==> src/rtl/rbus_arb.sv <==
// rbus_arb: multi-slave read-bus decoder and response collector.
//
// Decodes a CPU data-memory read address against NUM_SLAVES programmable
// base addresses, issues a one-cycle read strobe to the matching slave and
// waits for its response. If the address is unmapped, or no response arrives
// within TIMEOUT wait cycles, an error response carrying DEFAULT_RDATA is
// returned instead.
//
// State table:
//   state | meaning
//   IDLE  | no transaction outstanding; dmem_rd sampled here only
//   WAIT  | strobe issued, waiting for slave_rvalid of the selected slave
//   RESP  | one-cycle response pulse on dmem_rvalid
//
// Ports:
//   clk           system clock, rising edge
//   rst           asynchronous reset, active high
//   dmem_rd       CPU read request
//   dmem_raddr    CPU read address (captured at accept)
//   dmem_rdata    response data, held until the next response
//   dmem_rvalid   one-cycle response pulse
//   dmem_rerr     error qualifier for dmem_rvalid
//   dmem_busy     transaction outstanding
//   slave_rd      one-hot, one-cycle slave read strobe
//   slave_raddr   low address bits forwarded to the slaves
//   slave_rdata   packed slave read data, slice i = slave i
//   slave_rvalid  per-slave response valid
module rbus_arb #(
    parameter int                         NUM_SLAVES      = 4,
    parameter int                         BASEADDR_WIDTH  = 8,
    parameter int                         SLAVEADDR_WIDTH = 32 - BASEADDR_WIDTH,
    parameter logic [NUM_SLAVES*32-1:0]   BASEADDRS       = {32'h0300_0000, 32'h0200_0000,
                                                             32'h0100_0000, 32'h0000_0000},
    parameter int                         TIMEOUT         = 16,
    parameter logic [31:0]                DEFAULT_RDATA   = 32'hDEAD_BEEF
) (
    input  logic                        clk,
    input  logic                        rst,
    input  logic                        dmem_rd,
    input  logic [31:0]                 dmem_raddr,
    output logic [31:0]                 dmem_rdata,
    output logic                        dmem_rvalid,
    output logic                        dmem_rerr,
    output logic                        dmem_busy,
    output logic [NUM_SLAVES-1:0]       slave_rd,
    output logic [SLAVEADDR_WIDTH-1:0]  slave_raddr,
    input  logic [NUM_SLAVES*32-1:0]    slave_rdata,
    input  logic [NUM_SLAVES-1:0]       slave_rvalid
);

    localparam int SEL_W = (NUM_SLAVES > 1) ? $clog2(NUM_SLAVES) : 1;
    localparam int CNT_W = (TIMEOUT > 1) ? $clog2(TIMEOUT) : 1;

    // Upper BASEADDR_WIDTH bits set; only these take part in the decode.
    localparam logic [31:0]      ADDR_MASK = ~(32'hFFFF_FFFF >> BASEADDR_WIDTH);
    localparam logic [CNT_W-1:0] CNT_LAST  = CNT_W'(TIMEOUT - 1);

    typedef enum logic [1:0] {
        IDLE = 2'd0,
        WAIT = 2'd1,
        RESP = 2'd2
    } state_t;

    state_t             state;
    logic [SEL_W-1:0]   sel;
    logic [CNT_W-1:0]   cnt;

    logic               hit;
    logic [SEL_W-1:0]   hit_idx;
    logic               sel_valid;
    logic [31:0]        sel_data;

    // Address decode. Scanning from the top index down lets the lowest
    // matching slave overwrite any higher match, so overlaps resolve low.
    always_comb begin
        hit     = 1'b0;
        hit_idx = '0;
        for (int i = NUM_SLAVES - 1; i >= 0; i--) begin
            if ((dmem_raddr & ADDR_MASK) == (BASEADDRS[i*32 +: 32] & ADDR_MASK)) begin
                hit     = 1'b1;
                hit_idx = SEL_W'(i);
            end
        end
    end

    // Response mux for the latched slave; other channels are ignored.
    always_comb begin
        sel_valid = 1'b0;
        sel_data  = '0;
        for (int i = 0; i < NUM_SLAVES; i++) begin
            if (sel == SEL_W'(i)) begin
                sel_valid = slave_rvalid[i];
                sel_data  = slave_rdata[i*32 +: 32];
            end
        end
    end

    always_ff @(posedge clk or posedge rst) begin
        if (rst) begin
            state       <= IDLE;
            sel         <= '0;
            cnt         <= '0;
            slave_rd    <= '0;
            slave_raddr <= '0;
            dmem_rdata  <= '0;
            dmem_rvalid <= 1'b0;
            dmem_rerr   <= 1'b0;
            dmem_busy   <= 1'b0;
        end else begin
            case (state)
                IDLE: begin
                    if (dmem_rd) begin
                        dmem_busy <= 1'b1;
                        if (hit) begin
                            state       <= WAIT;
                            sel         <= hit_idx;
                            cnt         <= '0;
                            slave_rd    <= NUM_SLAVES'(1) << hit_idx;
                            slave_raddr <= dmem_raddr[SLAVEADDR_WIDTH-1:0];
                        end else begin
                            state       <= RESP;
                            dmem_rvalid <= 1'b1;
                            dmem_rerr   <= 1'b1;
                            dmem_rdata  <= DEFAULT_RDATA;
                        end
                    end
                end

                WAIT: begin
                    slave_rd <= '0;
                    // A valid in the last wait cycle takes priority over the timeout.
                    if (sel_valid) begin
                        state       <= RESP;
                        dmem_rvalid <= 1'b1;
                        dmem_rerr   <= 1'b0;
                        dmem_rdata  <= sel_data;
                    end else if (cnt == CNT_LAST) begin
                        state       <= RESP;
                        dmem_rvalid <= 1'b1;
                        dmem_rerr   <= 1'b1;
                        dmem_rdata  <= DEFAULT_RDATA;
                    end else begin
                        cnt <= cnt + 1'b1;
                    end
                end

                RESP: begin
                    state       <= IDLE;
                    dmem_rvalid <= 1'b0;
                    dmem_rerr   <= 1'b0;
                    dmem_busy   <= 1'b0;
                end

                default: begin
                    state <= IDLE;
                end
            endcase
        end
    end

endmodule

==> config.mk <==
export PLATFORM = sky130hd
export DESIGN_NAME = rbus_arb
export DESIGN_NICKNAME = d
export VERILOG_FILES = /design/src/rtl/rbus_arb.sv
export SDC_FILE = /design/constraint.sdc
export NUM_CORES = 1
export LEC_CHECK = 0
export BUFFER_PORTS_ARGS = -buffer_cell sky130_fd_sc_hd__buf_2
export CAP_MARGIN = 20
export CORE_MARGIN = 10
export CORE_UTILIZATION = 30
export CTS_CLUSTER_SIZE = 25
export DETAILED_ROUTE_END_ITERATION = 6
export GPL_ROUTABILITY_DRIVEN = 0
export SKIP_CTS_REPAIR_TIMING = 1
export SYNTH_ARGS = -nofsm -noshare
export SYNTH_HDL_FRONTEND = slang
export SYNTH_SLANG_ARGS = --single-unit
==> constraint.sdc <==
create_clock -name clk -period 5.64 [get_ports clk]
set_input_delay 0.846 -clock clk [delete_from_list [all_inputs] [get_ports clk]]
set_output_delay 0.846 -clock clk [all_outputs]
set_load 0.05 [all_outputs]
==> impl_metrics.ini, run 1 <==
[clocking]
numCtsBuffers = 9
cts_num_sinks = 71
clock_latency_ns = 0.32
clk_path_buf_depth = 2
cts_tree = built
htree_levels = 3
root_buffer = clkbuf_16
clkTransAtPathRegs_ns = 0.06

[sta]
fmax_mhz = 356
setup_viol = 0
worstMarginPinSlew_ns = 0.956
slew-limit-headroom_pct = 36.3
fin_skew_ns = 0.00505
rsz0062_at_grt = no
min_period_ns = 2.81
timing.final.crit_share_pct = 49.8
drv_slew = 0
fin_tns_setup_ns = 0
hold_violations = 0

[worst_hold_path]
hold_path_class = flip-flop to flip-flop

[worst_setup_path]
criticalPathCategory = flip-flop to flip-flop
cpMaxStageDelayCell = mux4_2
critPathLaunchType = flip-flop
crit_chain = buf_4 -> mux4_2 -> nand2_1 -> o21ai_1 -> a32o_1
cp_slowest_stage_delay_ns = 0.70
cp.arrival_ns = 3.02
path_max_fanout = 34
crit_path_end_kind = flip-flop
required_ns = 5.85

[yosys]
muxShareOfSynthArea_pct = 21.3
synth_top_family_by_area = multiplexers
synth-simple-area-share_pct = 12.3
synth_area_leaders = dfrtp_1, mux4_2, nand2_1
syn_avg_cell_area_um2 = 11.8
yosysSeqAreaShare_pct = 49.7
syn_nets = 472
synth.distinct_cells = 35
synth.most_common_cell = nand2_1
yosys-top-cells-count = nand2_1, dfrtp_1, mux4_2
synth_area_um2 = 3580
netlist.area_leader.share_pct = 49.7
async_reset_ff_share_pct = 100
ys_ff_latch = 71
synth_edf_count = 0
synth_compound_area_share_pct = 11.1
synth_xor_area_share_pct = 0.245
synth_top_flop_cell = dfrtp_1
yosysTopAreaCell = dfrtp_1
synthAdderAreaFrac_pct = 0.350
syn_inst = 304
ys_warn_count = 0

[die]
die_y_um = 129
dieArea_um2 = 16700
num_rows = 39
initial_core_util_pct = 30.9
core_um2 = 11600
io_pins = 230
die_w_um = 129

[routing]
avgViaCountPerCell = 4.76
routedWlPerCell_um = 17.8
drc = 0
ant_nets = 0
finalWirelength_um = 12000
dr.pass1.iters = 4
vias = 3202
dr.first_iter.drc_count = 127

[pwr]
power.total_mw = 1.59
p_leak_nw = 2.54
ir_drop_mv = 0.164
power.density_cell_area_nw_per_um2 = 307

[final_layout]
fill_cells = 1105
num-nets-final = 694
area_growth_pct = 44.7
drive_gt1_share_pct = 54.2
seq_area_um2 = 1780
diodes = 0
multi_input_area_um2 = 1620

[place]
io_buffers = 229
dp_hpwl_um = 9740

[global_route]
grt_first_pass_wirelength_um = 19100
overflow = 0
grt_max_degree = 72
grt_pass1_vias = 3711
antenna_found_initial = 0
grtUsageTotal_pct = 14.5

[run_status]
status = finished clean

[flow_run]
cap_violations = 0
## cell type report
| class | instances | share of cell area [%] |
|---|---|---|
| well taps | 143 | 3.46 |
| inverters | 14 | 1.02 |
| clock buffers | 9 | 4.35 |
| flip-flops and latches | 71 | 34.3 |
| repair buffers | 233 | 22.9 |
| clock inverters | 6 | 2.59 |
| multi-input cells | 197 | 31.4 |
## per-stage QoR
step	cell area (um2)	hold slack, ns	worst slack, ns	std cells	util [%]
final	5180	0.470	2.83	673	44.8
after global routing	5180	0.501	2.57	673	44.8
after CTS	5180	0.473	2.76	673	44.8
after detailed placement	4820	0.458	2.73	658	41.7
after global placement	4800	0.452	2.63	657	41.5
after floorplan	3580	0.438	3.00	304	-
## cell families (layout without fill, tap and decap cells)
| family | count (synthesis) | in the layout |
|---|---|---|
| and+or+nand+nor | 108 | 108 |
| muxes | 35 | 35 |
| AOI/OAI and AO/OA | 52 | 52 |
| adders and majority gates | 1 | 1 |
| buffers and inverters | 36 | 262 |
| xor gates and xnor gates | 1 | 1 |
| DFF | 71 | 71 |
## final timing paths
check,to,from,slack [ns],depth (start not counted)
max in group asynchronous,sel[0],rst,4.20,3
max,cnt[1],sel[0],2.83,5
min,slave_raddr[4],slave_raddr[4],0.47,2
max reg2reg,cnt[1],sel[0],2.83,5
min in group asynchronous,dmem_rdata[30],rst,0.80,3
min reg2reg,slave_raddr[4],slave_raddr[4],0.47,2
## layout by cell type, fill, tap and decap left out, types with 2 or more instances in the layout
cell type,netlist,layout
nor2_1,4,4
a21oi_1,2,2
nand2_1,94,94
bufinv_16,0,4
o21ai_1,11,11
o22a_1,24,24
dfrtp_1,71,70
a211oi_1,2,2
mux2i_1,2,2
mux4_2,33,33
buf_4,0,3
clkbuf_16,0,9
nand4_1,2,2
inv_1,14,13
o21ai_0,4,4
buf_2,9,229
## per-layer routing
| layer | vias up | part of all wire, % | GRT usage (%) |
|---|---|---|---|
| li1 | 1535 | - | - |
| met1 | 1497 | 38 | 15.5 |
| met2 | 157 | 47 | 24.1 |
| met3 | 13 | 13 | 7.01 |
| met4 | 0 | 1.8 | 5.89 |
| met5 | - | 0 | 0 |
## power by group
group / leakage (nW) / switching, mW / total (mW) / internal (mW)
sequential: 0.843 / 0.0219 / 0.565 / 0.543
combinational: 1.52 / 0.198 / 0.337 / 0.139
clock: 0.175 / 0.210 / 0.684 / 0.474
## worst max-delay path, delay by kind of cell (launching register included)
kind	cells	cell delay (ns)
muxes	1	0.70
and+or+nand+nor	1	0.69
buffers and inverters	1	0.51
AOI/OAI and AO/OA	2	0.45
DFF	1	0.33
## flip-flops by register name, indices dropped and copies added, names as in the netlist
register	count
sel	2
cnt	4
dmem_rerr	1
dmem_busy	1
slave_rd	4
state	2
slave_raddr	24
dmem_rdata	32
dmem_rvalid	1
(Power assumes the default switching activity.)
==> run 2, diff against run 1 <==
Settings changed: ABC_AREA set to 1.
Clock period 5.64 ns to 2.5 ns, I/O delays scaled along.
==> run 2 against run 1 <==
Synthesized area grew 19%. Non-clock buffer count grew 10. Combinational power rose to 9.3 times the previous value. Clock skew down 0.0022 ns. Die area rose by 16%.
==> impl_metrics.ini, run 2 <==
[final_layout]
diodes = 0
postLayoutCellArea_um2 = 5870
regMostFlops = dmem_rdata
fill_cells = 1454
final_cell_mix = buf_2, nand2_1, nand3_1, dfrtp_1, o21ai_0
drive_gt1_share_pct = 34.1
num-nets-final = 987
utilization_pct = 42.3
largest_reg_flops = 32
area_growth_pct = 38.3
layout_commonest_cell = buf_2
reg_top3 = dmem_rdata: 32 flops, slave_raddr: 24 flops
stdcell_count = 1004

[clocking]
clk_path_buf_depth = 2
root_buffer = clkbuf_16
clkTransAtPathRegs_ns = 0.06
cts_tree = built
numCtsBuffers = 9
cts_num_sinks = 71
htree_levels = 3
clock_latency_ns = 0.32

[sta]
timing.final.crit_share_pct = 87.6
fin_skew_ns = 0.00290
fmax_mhz = 456
worstMarginPinSlew_ns = 0.686
hold_violations = 0
setup_viol = 0
slew-limit-headroom_pct = 54.2
rsz0062_at_grt = no
drv_slew = 0
min_period_ns = 2.19
fin_tns_setup_ns = 0
finalWorstSetupSlack_ns = 0.309
fin_hold_ws_ns = 0.0978

[die]
core_um2 = 13900
dieArea_um2 = 19300
initial_core_util_pct = 30.6
io_pins = 230
die_w_um = 139
die_y_um = 139
num_rows = 43

[routing]
routedWlPerCell_um = 16.7
vias = 4789
finalWirelength_um = 16700
ant_nets = 0
dr.pass1.iters = 5
drc = 0
avgViaCountPerCell = 4.77
dr.first_iter.drc_count = 271

[global_route]
overflow = 0
grt_pass1_vias = 4789
grt_max_degree = 55
grt_first_pass_wirelength_um = 26700
grtUsageTotal_pct = 16.7
antenna_found_initial = 0

[worst_setup_path]
cp.arrival_ns = 2.40
required_ns = 2.71
criticalPathCategory = flip-flop to flip-flop
path_max_fanout = 28
critPathLaunchType = flip-flop
crit_path_end_kind = flip-flop

[yosys]
synth_area_um2 = 4250
synth_top_flop_cell = dfrtp_1
yosysSeqAreaShare_pct = 41.8
synth.distinct_cells = 28
netlist.area_leader.share_pct = 41.8
synth.most_common_cell = nand2_1
synth_edf_count = 0
yosys-top-cells-count = nand2_1, nand3_1, dfrtp_1
ys_ff_latch = 71
syn_nets = 774
syn_inst = 606
syn_avg_cell_area_um2 = 7.01
yosysTopAreaCell = dfrtp_1
async_reset_ff_share_pct = 100
ys_warn_count = 0
synth_area_leaders = dfrtp_1, nand2_1, nand3_1

[worst_hold_path]
hold_path_class = input port to async pin

[pwr]
power.density_cell_area_nw_per_um2 = 1050
ir_drop_mv = 0.386
p_leak_nw = 3.24
power.total_mw = 6.19

[place]
io_buffers = 229
pre_cts_ws_ns = 0.282
dp_hpwl_um = 12900
place_inst = 988
placed_cell_area_um2 = 5540

[run_status]
status = finished clean

[flow_run]
cap_violations = 0
run 2: cell types whose count changed after synthesis, sizes merged, moves of 23 or more:
| cell | previous run | this run |
|---|---|---|
| mux4 | 33 | 0 |
| or2 | 0 | 24 |
| nor2 | 4 | 27 |
| o22a | 24 | 0 |
| o21ai | 16 | 59 |
| nand4 | 2 | 27 |
| nand2 | 94 | 226 |
| nand3 | 1 | 84 |
run 2: critical path, cell delays in order, from the launching register on:
cell and delay, ns:
dfrtp_1 0.35, inv_1 0.10, nand2_1 0.09, nor2_1 0.08
nor2_4 0.51, nand3_2 0.49, buf_12 0.31, nand2_1 0.06
nand2_1 0.05
run 2: kinds of logic (layout without fill, tap and decap cells):
group                      count (synthesis)  in the layout  synth area share, %
AOI/OAI and AO/OA                         70             70                 8.36
DFF                                       71             71                 41.8
xor gates and xnor gates                   1              1                0.206
and+or+nand+nor                          396            396                 41.8
adders and majority gates                  1              1                0.295
buffers and inverters                     67            285                 7.54
run 2: final cells by class:
type,instances,area [um2],share of cell area [%]
Clock inverter,2,35.0,0.597
Multi-Input combinational cell,468,2150,36.7
Sequential cell,71,1780,30.3
Tap cell,180,225,3.83
Clock buffer,14,294,5.01
Timing Repair Buffer,243,1290,21.9
Inverter,26,98.8,1.68
run 2: final timing paths:
| check | start | end | slack, ns | depth (start not counted) |
|---|---|---|---|---|
| max | state[0] | dmem_rdata[23] | 0.31 | 8 |
| min | rst | slave_raddr[18] | 0.1 | 2 |
| max reg2reg | state[0] | dmem_rdata[23] | 0.31 | 8 |
| min reg2reg | dmem_rdata[20] | dmem_rdata[20] | 0.47 | 2 |
| max in group asynchronous | rst | sel[0] | 1.76 | 3 |
| min in group clk | dmem_raddr[23] | slave_raddr[23] | 0.25 | 3 |
run 2: routing by layer:
metal  vias to the layer above  routed length (um)  GRT usage (%)
met3                        10                1950           7.16
met5                         -                   0              0
met2                       227                6900           24.1
li1                       2410                   -              -
met1                      2142                7730           22.6
met4                         0                 162           3.35
run 2: power breakdown:
part           leakage (nW)  switching, mW  internal (mW)
sequential            0.893          0.208           1.46
clock                 0.165          0.482          0.908
combinational          2.18           2.30          0.830
